## src/rtl/traffic_light_fsm_pkg.sv

```systemverilog
// Shared types, default timings and constant helpers for the highway/country traffic controller.
package traffic_pkg;

   localparam int unsigned CNT_W = 8;
   localparam int unsigned COL_W = 3;

   localparam int unsigned T_HG_DEF = 25;
   localparam int unsigned T_HY_DEF = 3;
   localparam int unsigned T_CG_DEF = 10;
   localparam int unsigned T_CY_DEF = 3;

   typedef enum logic [COL_W-1:0] {
      COL_RED    = 3'd1,
      COL_YELLOW = 3'd2,
      COL_GREEN  = 3'd3
   } color_e;

   typedef enum logic [1:0] {
      ST_HG,
      ST_HY,
      ST_CG,
      ST_CY
   } state_e;

   // Binary 0..99 to packed two-digit BCD {tens, units}
   function automatic logic [CNT_W-1:0] to_bcd(input int unsigned v);
      int unsigned tens;
      int unsigned units;
      tens  = v / 10;
      units = v % 10;
      return {tens[3:0], units[3:0]};
   endfunction

   function automatic color_e h_color(input state_e s);
      color_e c;
      c = COL_RED;
      case (s)
         ST_HG:   c = COL_GREEN;
         ST_HY:   c = COL_YELLOW;
         default: c = COL_RED;
      endcase
      return c;
   endfunction

   function automatic color_e cr_color(input state_e s);
      color_e c;
      c = COL_RED;
      case (s)
         ST_CG:   c = COL_GREEN;
         ST_CY:   c = COL_YELLOW;
         default: c = COL_RED;
      endcase
      return c;
   endfunction

endpackage

```

## src/rtl/traffic_light_fsm_bcd_down_counter.sv

```systemverilog
// Two-digit BCD down counter with synchronous load (priority) and decrement enable.
module bcd_down_counter
   import traffic_pkg::*;
(
   input  logic             clk_i,
   input  logic             load_i,
   input  logic [CNT_W-1:0] load_val_i,
   input  logic             dec_i,
   output logic [CNT_W-1:0] count_o
);

   logic [CNT_W-1:0] count_q;
   logic [CNT_W-1:0] count_d;

   always_comb begin
      count_d = count_q;
      if (load_i) begin
         count_d = load_val_i;
      end else if (dec_i) begin
         if (count_q[3:0] == 4'd0) begin
            count_d = {count_q[7:4] - 4'd1, 4'd9};
         end else begin
            count_d = {count_q[7:4], count_q[3:0] - 4'd1};
         end
      end
   end

   always_ff @(posedge clk_i) begin
      count_q <= count_d;
   end

   assign count_o = count_q;

endmodule

```

## src/rtl/traffic_light_fsm.sv

```systemverilog
// Highway/country-road traffic light controller: 4-phase FSM advanced by a 1 Hz tick,
// with BCD countdowns for the seven-segment stage and sensor-gated highway green extension.
module traffic_light_fsm
   import traffic_pkg::*;
#(
   parameter int unsigned T_HG = T_HG_DEF,
   parameter int unsigned T_HY = T_HY_DEF,
   parameter int unsigned T_CG = T_CG_DEF,
   parameter int unsigned T_CY = T_CY_DEF
) (
   input  logic             clk,
   input  logic             rst,
   input  logic             tick_1hz,
   input  logic             sensor,
   output logic [CNT_W-1:0] count_h,
   output logic [CNT_W-1:0] count_cr,
   output logic [COL_W-1:0] color_h,
   output logic [COL_W-1:0] color_cr
);

   if (T_HG < 1 || T_HG > 99 || T_HY < 1 || T_HY > 99 ||
       T_CG < 1 || T_CG > 99 || T_CY < 1 || T_CY > 99 ||
       T_HG + T_HY > 99 || T_CG + T_CY > 99) begin : g_bad_params
      $error("traffic_light_fsm: timing parameters out of range");
   end

   localparam logic [CNT_W-1:0] BCD_HG    = to_bcd(T_HG);
   localparam logic [CNT_W-1:0] BCD_HG_HY = to_bcd(T_HG + T_HY);
   localparam logic [CNT_W-1:0] BCD_HY    = to_bcd(T_HY);
   localparam logic [CNT_W-1:0] BCD_CG    = to_bcd(T_CG);
   localparam logic [CNT_W-1:0] BCD_CG_CY = to_bcd(T_CG + T_CY);
   localparam logic [CNT_W-1:0] BCD_CY    = to_bcd(T_CY);
   localparam logic [CNT_W-1:0] BCD_ONE   = 8'h01;

   state_e           state_q;
   state_e           state_d;
   color_e           color_h_q;
   color_e           color_cr_q;
   logic             load;
   logic             dec;
   logic [CNT_W-1:0] ld_h;
   logic [CNT_W-1:0] ld_cr;
   logic [CNT_W-1:0] cnt_h;
   logic [CNT_W-1:0] cnt_cr;

   // The counter that times each phase is the one facing the lit green/yellow;
   // the other one shows the time until its own road turns green.
   always_comb begin
      state_d = state_q;
      load    = 1'b0;
      dec     = 1'b0;
      ld_h    = '0;
      ld_cr   = '0;
      if (rst) begin
         state_d = ST_HG;
         load    = 1'b1;
         ld_h    = BCD_HG;
         ld_cr   = BCD_HG_HY;
      end else if (tick_1hz) begin
         case (state_q)
            ST_HG: begin
               if (cnt_h != BCD_ONE) begin
                  dec = 1'b1;
               end else if (sensor) begin
                  state_d = ST_HY;
                  load    = 1'b1;
                  ld_h    = BCD_HY;
                  ld_cr   = BCD_HY;
               end
            end
            ST_HY: begin
               if (cnt_h != BCD_ONE) begin
                  dec = 1'b1;
               end else begin
                  state_d = ST_CG;
                  load    = 1'b1;
                  ld_h    = BCD_CG_CY;
                  ld_cr   = BCD_CG;
               end
            end
            ST_CG: begin
               if (cnt_cr != BCD_ONE) begin
                  dec = 1'b1;
               end else begin
                  state_d = ST_CY;
                  load    = 1'b1;
                  ld_h    = BCD_CY;
                  ld_cr   = BCD_CY;
               end
            end
            ST_CY: begin
               if (cnt_cr != BCD_ONE) begin
                  dec = 1'b1;
               end else begin
                  state_d = ST_HG;
                  load    = 1'b1;
                  ld_h    = BCD_HG;
                  ld_cr   = BCD_HG_HY;
               end
            end
            default: state_d = ST_HG;
         endcase
      end
   end

   always_ff @(posedge clk) begin
      if (rst) begin
         state_q    <= ST_HG;
         color_h_q  <= COL_GREEN;
         color_cr_q <= COL_RED;
      end else begin
         state_q    <= state_d;
         color_h_q  <= h_color(state_d);
         color_cr_q <= cr_color(state_d);
      end
   end

   bcd_down_counter u_cnt_h (
      .clk_i      (clk),
      .load_i     (load),
      .load_val_i (ld_h),
      .dec_i      (dec),
      .count_o    (cnt_h)
   );

   bcd_down_counter u_cnt_cr (
      .clk_i      (clk),
      .load_i     (load),
      .load_val_i (ld_cr),
      .dec_i      (dec),
      .count_o    (cnt_cr)
   );

   assign count_h  = cnt_h;
   assign count_cr = cnt_cr;
   assign color_h  = color_h_q;
   assign color_cr = color_cr_q;

endmodule

```

## config.mk

```make
export PLATFORM = sky130hd
export DESIGN_NAME = traffic_light_fsm
export DESIGN_NICKNAME = d
export VERILOG_FILES = /design/src/rtl/traffic_light_fsm_pkg.sv /design/src/rtl/traffic_light_fsm_bcd_down_counter.sv /design/src/rtl/traffic_light_fsm.sv
export SDC_FILE = /design/constraint.sdc
export NUM_CORES = 1
export LEC_CHECK = 0
export ABC_AREA = 1
export BUFFER_PORTS_ARGS = -buffer_cell sky130_fd_sc_hd__clkbuf_2
export CAP_MARGIN = 20
export CELL_PAD_IN_SITES_DETAIL_PLACEMENT = 0
export CELL_PAD_IN_SITES_GLOBAL_PLACEMENT = 1
export CORE_ASPECT_RATIO = 1.25
export CORE_UTILIZATION = 39
export DETAILED_ROUTE_END_ITERATION = 10
export PLACE_DENSITY = 0.74
export RECOVER_POWER = 100
export SLEW_MARGIN = 25
export SYNTH_ARGS = -nofsm -noshare
export SYNTH_HDL_FRONTEND = slang
export SYNTH_SLANG_ARGS = --single-unit
```

## constraint.sdc

```tcl
create_clock -name clk -period 3.05 [get_ports clk]
set_clock_uncertainty 0.1 [all_clocks]
set_input_delay 0.1525 -clock clk [delete_from_list [all_inputs] [get_ports clk]]
set_output_delay 0.1525 -clock clk [all_outputs]
set_load 0.005 [all_outputs]
```

==> reports/metrics.cfg, run 1 <==
[status]
status = finished, final reports clean

[placed_design]
place_ws_ps = 899.6
port_buffers = 23
place_area_sq_um = 1463
dp.cells = 213
dp_hpwl_um = 2253
gp_congestion = 0.8208

[synth]
synth_top_area_share = 0.3569
syn_area_per_cell_sq_um = 8.521
yosysTopAreaCell = edfxtp_1
yosys-top-cells-count = nand2_1 (35), nand3_1 (20), nor2_1 (17)
yosysMostFrequentCell = nand2_1
synth_cell_types = 32
synthCells = 158
async_reset_ff_frac = 0
synth_top_flop_cell = edfxtp_1
mappedNetlistArea_sq_um = 1346
synth_edf_count = 16
seq_area_frac_synth = 0.4461
ys_warn_count = 0
synth_area_leaders = edfxtp_1 (36%), nand2_1 (9.8%), dfxtp_1 (8.9%), nand3_1 (7.4%), nor2_1 (4.7%)
ys_ff_latch = 22

[finish]
fill_cells = 341
seqCellArea_sq_um = 600.6
nets = 189
drive_gt1_frac = 0.1492
syn_to_final_growth_pct = 9.015
fin_area_sq_um = 1468
multi_input_area_sq_um = 604.3
stdcell_count = 218
diodes = 0

[timing]
rsz0062_at_grt = no
drv_slew = 0
final-setup-viol-count = 0
min_period_ps = 2423
hold_viol_final = 0
max_freq_ghz = 0.4128
slew_headroom = 0.6161
period_share = 0.7943
tightest_slew_ps = 575.2
finalSetupTns_ps = 0
finalWorstSetupSlack_ps = 627.4

[hold_path]
hold_end = state_q[0]
hold_path.class = in2reg
hold_depth = 2
min_from = tick_1hz

[die]
ios = 26
fp.dieW_um = 54.55
core-area_sq_um = 3252
die_h_um = 67.69
die_area_sq_um = 3692
rows = 23
start_util = 0.4140

[clock_tree]
cts_max_level = 1
clock-root-buffer = clkbuf_8
clock_latency_ps = 260
cts.repair.resized = 0
cts_buffer_depth = 2
cts.sinks = 22
cts-buffers-inserted = 3
cts_tree = done
clk_pin_slew_worst_paths_ps = 80

[grt]
grtUsageTotal = 0.1778
grt_max_degree = 22
antenna_found_initial = 0
grt_pass1_wl_um = 4705
overflow = 0
grt_pass1_vias = 1065

[critical_path]
reg2reg_setup_slack_ps = 630
setup.worst_path.start_class = flop
worstPathRequired_ps = 2870
crit_chain = inv_1 -> ha_1 -> nand2_2 -> nor2_1 -> nand4_2 -> a21oi_1 -> nand2_4 -> nand3_1
critical_path_peak_fanout = 16
r2r_end = u_cnt_cr.count_o[0]
r2r-start = u_cnt_h.count_o[4]
arrival_ps = 2240
slowest_delay_ps = 420
crit_slowest_cell = edfxtp_1
end_kind = flop
reg2reg_depth = 8
crit_type = reg2reg

[run]
drv_cap = 0

[detailed_routing]
vias = 1082
wl_per_cell_um = 12.97
drtIter0Drc = 26
first_pass_iters = 4
drc = 0
drt-total-wl_um = 2827
route.antenna.remaining_nets = 0
viasPerCell = 4.963

[pwr]
p_leak_uw = 0.0006444
power_density_nw_per_um2 = 486.9
ir_worst_vdd_uv = 193.7

worst max-delay path: cells and delay by family, from the launching register on:
family / cells / cell delay (ps)
compound gates: 1 / 340
buf+inv: 1 / 120
simple gates: 5 / 930
flops: 1 / 420
fa+ha+maj: 1 / 170
where the power goes:
group          leakage (uW)  internal, uW  switching [uW]
sequential         0.000215           354            32.7
clock             0.0000228          92.9            87.6
combinational      0.000406          56.6            90.3
total              0.000644           504             211
timing repair:
action	in CTS	in global routing
hold buffers	1	0
hold endpoints to repair	1	0
setup buffers	0	0
cells in the final DEF (no fill, tap or decap), drive strengths merged, types with 4 or more instances in the layout:
cell | netlist | final
clkbuf | 1 | 27
nand3 | 24 | 24
nor2 | 23 | 23
a21oi | 6 | 6
nand4 | 4 | 4
dfxtp | 6 | 6
inv | 16 | 16
edfxtp | 16 | 16
nand2 | 37 | 37
cell type report:
| type | instances | area share |
|---|---|---|
| clock buffer | 4 | 0.03069 |
| timing repair buffer | 24 | 0.07587 |
| sequential | 22 | 0.4092 |
| tap | 37 | 0.03154 |
| inverter | 16 | 0.04092 |
| multi-input combinational | 115 | 0.4118 |
sequential cells by signal, indices dropped and copies added (netlist names):
| signal | cells |
|---|---|
| u_cnt_h.count_o | 8 |
| u_cnt_cr.count_o | 8 |
| state_q | 2 |
| color_cr | 2 |
| color_h | 2 |
routing by layer:
layer | GRT usage | up-vias | part of all wire | wire, um
met4 | 0.04808 | 0 | 0.0074 | 21
met3 | 0.02703 | 2 | 0.023 | 66
met2 | 0.3186 | 15 | 0.52 | 1461
met5 | 0 | - | 0 | 0
met1 | 0.2136 | 498 | 0.45 | 1278
li1 | - | 567 | - | -
how the worst max path moves through the flow:
stage,endpoint,slack (ps),from
after floorplan,u_cnt_cr.count_o[0],1050,u_cnt_h.count_o[4]
after global placement,u_cnt_cr.count_o[0],990,u_cnt_h.count_o[4]
after detailed placement,u_cnt_cr.count_o[2],900,u_cnt_h.count_o[4]
after CTS,u_cnt_cr.count_o[3],890,u_cnt_h.count_o[4]
after global routing,u_cnt_cr.count_o[1],400,u_cnt_h.count_o[4]
final,u_cnt_cr.count_o[0],630,u_cnt_h.count_o[4]
cell families after synthesis:
logic type,after synthesis,share of synthesized area
AO/OA/AOI/OAI,12,0.05855
XOR/XNOR,4,0.02603
adder cells (fa/ha/maj),3,0.02788
buffers and inverters,22,0.08084
flip-flops,22,0.4461
other,1,0.002785
AND/OR/NAND/NOR,94,0.3578
metrics by stage:
step | util | power [uW] | hold WS (ps)
2_1_floorplan | - | 499.0 | 121.6
3_3_place_gp | 0.4498 | 549.7 | 263.8
3_5_place_dp | 0.4498 | 552.1 | 276.3
4_1_cts | 0.4667 | 741.2 | 26.74
5_1_grt | 0.4513 | 766.6 | 55.47
6_report | 0.4513 | 714.6 | 38.76
(Power assumes the default switching activity.)
==> run 2, diff against run 1 <==
==> constraint.sdc (replaced) <==
create_clock -name clk -period 2.26 [get_ports clk]
set_clock_uncertainty 0.1 [all_clocks]
set_input_delay 0.113 -clock clk [delete_from_list [all_inputs] [get_ports clk]]
set_output_delay 0.113 -clock clk [all_outputs]
set_load 0.005 [all_outputs]
==> run 2 against run 1 <==
  * Critical path depth unchanged
  * Clock-buffer cell count unchanged
  * Maximum frequency increased by 18%
  * Power rose by 37%
  * Global-route usage is 0.91 points lower
  * Register-to-register slack worse by 410 ps
  * Clock power increased by 38%
  * First-iteration DRC count grew 46%
  * Routed wire length fell by 1.4%
  * Core utilization rose by 1.1 points
  * Critical path type unchanged
  * Critical endpoint is now u_cnt_cr.count_o[4]
  * Largest cell class unchanged
  * Largest power group unchanged
  * Highest routed layer unchanged
==> reports/metrics.cfg, run 2 (same netlist as run 1, synthesis figures left out) <==
[status]
status = finished, final reports clean

[finish]
fin_area_sq_um = 1503  ; +2.4%
layout_commonest_cell = nand2_1
drive_gt1_frac = 0.1585  ; +0.009299
diodes = 0  ; unchanged
mostFrequentLayoutCells = nand2_1 (35), nand3_1 (23), nor2_1 (18), edfxtp_1 (16), inv_1 (15)
nets = 191  ; +1.1%
syn_to_final_growth_pct = 11.62

[timing]
period_share = 0.9054  ; +0.1111
final-setup-viol-count = 0  ; unchanged
drv_slew = 0  ; unchanged
hold_viol_final = 0  ; unchanged
finalSetupTns_ps = 0  ; unchanged
max_freq_ghz = 0.4887  ; +18%
rsz0062_at_grt = no
min_period_ps = 2046  ; -376.5 ps

[detailed_routing]
highest_layer = met4
route.antenna.remaining_nets = 0  ; unchanged
vias = 1105  ; +2.1%
drc = 0  ; unchanged
drtIter0Drc = 38  ; +46%
wl_met1_um = 1233  ; -3.5%
drt-total-wl_um = 2787  ; -1.4%
dr_wl_met3_um = 71  ; +7.6%
first_pass_iters = 4  ; unchanged
wl_per_cell_um = 12.67  ; -2.3%
viasPerCell = 5.023  ; +1.2%
routed-wl-met2_um = 1445  ; -1.1%

[grt]
overflow = 0  ; unchanged
antenna_found_initial = 0  ; unchanged
grt_max_degree = 17  ; -23%
grtUsageTotal = 0.1687  ; -0.009120
grt_pass1_vias = 987  ; -7.3%
grt_pass1_wl_um = 4388  ; -6.7%

[clock_tree]
cts_max_level = 1  ; unchanged
clock-root-buffer = clkbuf_8
cts-buffers-inserted = 3  ; unchanged
clk_pin_slew_worst_paths_ps = 70  ; about the same
clock_latency_ps = 260  ; about the same
cts_tree = done
cts.sinks = 22  ; unchanged
cts_buffer_depth = 2  ; unchanged

[die]
die_area_sq_um = 3692  ; unchanged
die_h_um = 67.69  ; unchanged
core-area_sq_um = 3252  ; unchanged
fp.dieW_um = 54.55  ; unchanged
start_util = 0.4140  ; unchanged
rows = 23  ; unchanged
ios = 26  ; unchanged

[pwr]
p_leak_uw = 0.0006521  ; +1.2%
ir_worst_vdd_uv = 287.3  ; +48%
power_density_nw_per_um2 = 649.3  ; +33%

[critical_path]
reg2reg_depth = 8  ; unchanged
crit_type = reg2reg
arrival_ps = 1860  ; -380 ps
critical_path_peak_fanout = 16  ; unchanged
end_kind = flop
r2r_end = u_cnt_cr.count_o[4]
cp-startpoint = u_cnt_cr.count_o[4]
reg2reg_setup_slack_ps = 210  ; -410 ps
r2r-start = u_cnt_cr.count_o[4]
worstPathRequired_ps = 2070  ; -800 ps
setup.worst_path.start_class = flop

[placed_design]
place_area_sq_um = 1470  ; +0.51%
port_buffers = 23  ; unchanged
gp_congestion = 0.7888  ; -3.9%
dp_hpwl_um = 2186  ; -2.9%

[hold_path]
min_from = sensor
hold_end = state_q[0]
hold_path.class = in2reg
hold_depth = 5  ; +3

[run]
drv_cap = 0  ; unchanged

-- run 2: worst max path at each step --
| stage | to |
|---|---|
| 6_report | u_cnt_cr.count_o[4] |
| 5_1_grt | u_cnt_cr.count_o[4] |
| 4_1_cts | u_cnt_cr.count_o[1] |
| 3_5_place_dp | u_cnt_cr.count_o[3] |
| 3_3_place_gp | u_cnt_cr.count_o[2] |
| 2_1_floorplan | u_cnt_cr.count_o[0] |
-- run 2: what timing repair did --
item                       in CTS  in global routing
setup endpoints to repair       0                  8
hold endpoints to repair        3                  0
hold buffers                    2                  0
setup buffers                   0                  0
resized for setup               0                  1
-- run 2: metal layers --
| layer | vias up | GRT usage |
|---|---|---|
| li1 | 569 | - |
| met1 | 515 | 0.2067 |
| met2 | 17 | 0.2866 |
| met3 | 4 | 0.02703 |
| met4 | 0 | 0.06731 |
| met5 | - | 0 |
-- run 2: report_power, final --
| group | internal [uW] | total (uW) | switching, uW |
|---|---|---|---|
| clock network | 126 | 249 | 123 |
| logic | 80.0 | 204 | 124 |
| registers | 478 | 523 | 44.9 |
-- run 2: cell type report --
class | count | area, sq um
fillers | 336 | 1749
well taps | 37 | 46.29
multi-input cells | 115 | 623.1
inverters | 16 | 60.06
flip-flops and latches | 22 | 600.6
repair buffers | 26 | 127.6
clock buffers | 4 | 45.04
-- run 2: per-stage QoR --
| stage | total power, uW | worst slack [ps] | utilization | std cells | hold WS (ps) |
|---|---|---|---|---|---|
| finish | 975.7 | 213.9 | 0.4621 | 220 | 220.8 |
| global route | 1033 | 39.90 | 0.4621 | 220 | 258.0 |
| CTS | 993.5 | 130.6 | 0.4721 | 220 | 218.4 |
| detailed placement | 744.6 | 130.6 | 0.4521 | 214 | 222.9 |
| global placement | 743.4 | 237.9 | 0.4521 | 214 | 224.9 |
| floorplan | 673.4 | 264.6 | - | 159 | 82.07 |
-- run 2: critical path, cell delays in order (launching register included) --
cell and delay (ps):
edfxtp_1 430, inv_1 80, ha_1 200, nand3_1 90, nor2_1 180, nand2_1 110, nand3b_2 140, nand2_4 140
o211ai_1 240
==> run 3, diff against run 2 <==
--- a/config.mk
+++ b/config.mk
@@ -5,7 +5,6 @@
 export SDC_FILE = /design/constraint.sdc
 export NUM_CORES = 1
 export LEC_CHECK = 0
-export ABC_AREA = 1
 export BUFFER_PORTS_ARGS = -buffer_cell sky130_fd_sc_hd__clkbuf_2
 export CAP_MARGIN = 20
 export CELL_PAD_IN_SITES_DETAIL_PLACEMENT = 0
@@ -13,7 +12,7 @@
 export CORE_ASPECT_RATIO = 1.25
 export CORE_UTILIZATION = 39
 export DETAILED_ROUTE_END_ITERATION = 10
-export PLACE_DENSITY = 0.74
+export PLACE_DENSITY = 0.73
 export RECOVER_POWER = 100
 export SLEW_MARGIN = 25
 export SYNTH_ARGS = -nofsm -noshare
==> run 3 against run 2 <==
  * Final cell count decreased by 10%
  * First-iteration DRC count fell by 58%
  * Clock power shrank 9.6%
  * Worst setup slack worse by 130 ps
  * Via count shrank 7.0%
  * Power fell by 5.9%
  * Die area shrank 8.3%
  * Non-clock buffer count grew 17
  * Critical endpoint is now color_h[0]
==> reports/metrics.cfg, run 3 <==
[timing]
period_share = 0.9624  ; +0.05707
max_freq_ghz = 0.4598  ; -5.9%
finalSetupTns_ps = 0  ; unchanged
finalWorstSetupSlack_ps = 84.91  ; -129.0 ps
hold_viol_final = 0  ; unchanged
min_period_ps = 2175  ; +129.0 ps
final-setup-viol-count = 0  ; unchanged
slew_headroom = 0.6430
rsz0062_at_grt = yes
tightest_slew_ps = 534.7
drv_slew = 0  ; unchanged

[synth]
async_reset_ff_frac = 0  ; unchanged
synth_top_area_share = 0.3902  ; +0.03337
yosysTopAreaCell = edfxtp_1
synth_top_flop_cell = edfxtp_1
synth_cell_types = 41  ; +28%
yosys-top-cells-count = edfxtp_1 (16), nor3_1 (10), nand2_1 (9)
seq_area_frac_synth = 0.4878  ; +0.04171
yosysMostFrequentCell = edfxtp_1
syn_area_per_cell_sq_um = 10.09  ; +18%
synthCells = 122  ; -23%
mappedNetlistArea_sq_um = 1231  ; -8.6%
ys_warn_count = 0  ; unchanged
synth_area_leaders = edfxtp_1 (39%), dfxtp_1 (9.8%), nor3_1 (4.1%), xnor2_1 (3.6%), a21oi_1 (3.3%)
ys_ff_latch = 22  ; unchanged
synth_edf_count = 16  ; unchanged

[hold_path]
hold_end = state_q[0]
hold_depth = 4  ; -1
min_from = tick_1hz
hold_path.class = in2reg

[critical_path]
r2r_end = color_h[0]
r2r-start = u_cnt_cr.count_o[4]
reg2reg_setup_slack_ps = 80  ; -130 ps
worstPathRequired_ps = 2370  ; +300 ps
reg2reg_depth = 7  ; -1
cp-startpoint = u_cnt_cr.count_o[4]
critical_path_peak_fanout = 3  ; -13
arrival_ps = 2290  ; +430 ps
end_kind = flop
crit_type = reg2reg
setup.worst_path.start_class = flop
crit_buf_inv = 1  ; unchanged
crit_family = simple AND/OR/NAND/NOR gates
crit_chain = inv_1 -> ha_2 -> nand3b_1 -> or4b_4 -> o21ai_4 -> nand2_1 -> or3_1
crit_slowest_cell = or4b_4
slowest_delay_ps = 580  ; +150 ps

[die]
core-area_sq_um = 2973  ; -8.6%
die_area_sq_um = 3387  ; -8.3%
fp.dieW_um = 52.26  ; -4.2%
rows = 22  ; -4.3%
start_util = 0.4141  ; about the same
ios = 26  ; unchanged
die_h_um = 64.82  ; -4.2%

[detailed_routing]
wl_per_cell_um = 13.25  ; +4.6%
drt-total-wl_um = 2624  ; -5.8%
drc = 0  ; unchanged
viasPerCell = 5.192  ; +3.4%
vias = 1028  ; -7.0%
route.antenna.remaining_nets = 0  ; unchanged
first_pass_iters = 4  ; unchanged
drtIter0Drc = 16  ; -58%

[pwr]
total_power_uw = 918.2  ; -5.9%
power_density_nw_per_um2 = 588.0  ; -9.4%
p_leak_uw = 0.0005947  ; -8.8%
ir_worst_vdd_uv = 344.9  ; +20%

[clock_tree]
clock_latency_ps = 320  ; +60 ps
clk_pin_slew_worst_paths_ps = 130  ; +60 ps
cts_tree = done
cts.sinks = 22  ; unchanged
cts_buffer_depth = 2  ; unchanged
clock-root-buffer = clkbuf_4
cts-buffers-inserted = 3  ; unchanged
cts_max_level = 1  ; unchanged

[placed_design]
dp_hpwl_um = 2085  ; -4.6%
port_buffers = 23  ; unchanged
gp_congestion = 0.8432  ; +6.9%
place_area_sq_um = 1491  ; +1.4%
dp.cells = 192  ; -10%
place_ws_ps = 54.55  ; -76.08 ps

[finish]
mostFrequentLayoutCells = clkbuf_2 (19), buf_4 (19), edfxtp_1 (16), nor3_1 (10), nand2_1 (9)
stdcell_count = 198  ; -10%
fin_area_sq_um = 1562  ; +3.9%
diodes = 0  ; unchanged
drive_gt1_frac = 0.3395  ; +0.1810
nets = 170  ; -11%
syn_to_final_growth_pct = 26.83

[grt]
grt_pass1_wl_um = 4278  ; -2.5%
antenna_found_initial = 0  ; unchanged
overflow = 0  ; unchanged
grt_pass1_vias = 979  ; -0.81%
grtUsageTotal = 0.1732  ; +0.004525
grt_max_degree = 15  ; -2

[run]
drv_cap = 0  ; unchanged

[status]
status = finished, final reports clean

==> run 3: worst max path at each step <==
stage	to	slack (ps)	depth (start not counted)
finish	color_h[0]	80	7
global route	color_h[0]	-30	7
CTS	u_cnt_h.count_o[5]	10	9
detailed placement	u_cnt_h.count_o[5]	50	9
global placement	color_h[0]	110	8
floorplan	color_h[0]	140	7
==> run 3: timing repair <==
action	CTS	global route
hold buffers	1	0
setup endpoints to repair	0	24
buffers inserted	0	1
hold endpoints to repair	1	0
resized for setup	0	7
==> run 3: logic make-up (layout without fill, tap and decap cells) <==
family / count (synthesis) / count (layout) / share of synthesized area
AND/OR/NAND/NOR: 47 / 47 / 0.2297
AO/OA/AOI/OAI: 29 / 29 / 0.1545
flip-flops: 22 / 22 / 0.4878
buffers and inverters: 14 / 53 / 0.04978
XOR/XNOR: 5 / 5 / 0.03557
adder cells (fa/ha/maj): 3 / 3 / 0.03049
other: 1 / 2 / 0.003046
multiplexers: 1 / 1 / 0.009146
==> run 3: cell type report <==
type / count / area [sq um]
fillers: 289 / 1411
well taps: 36 / 45.04
flip-flops and latches: 22 / 600.6
clock buffers: 4 / 36.28
inverters: 6 / 22.52
multi-input cells: 87 / 594.3
repair buffers: 43 / 262.8
==> run 3: routing by layer <==
layer  part of all wire  up-vias  wire, um  GRT usage
met4              0.015        0        40    0.05921
met1               0.46      480      1220     0.2299
met5                  0        -         0          0
met2               0.50       16      1308     0.2821
li1                   -      528         -          -
met3              0.021        4        55    0.02817
==> run 3: through the flow <==
step	utilization	hold slack, ps
floorplan	-	297.2
global placement	0.5017	342.9
detailed placement	0.5017	342.0
CTS	0.5173	166.5
global route	0.5253	256.9
finish	0.5253	186.8
==> run 3: worst reg2reg max path, delay by kind of cell (launching register included) <==
kind | cells | cell delay [ps]
AND/OR/NAND/NOR | 4 | 1120
buffers and inverters | 1 | 80
adder cells (fa/ha/maj) | 1 | 190
flip-flops | 1 | 420
AO/OA/AOI/OAI | 1 | 170
==> run 3: power by group <==
part,total (uW),switching [uW],internal [uW]
Sequential,493,23.8,469
Combinational,201,98.8,102
Clock,225,126,98.7
Total,918,248,670
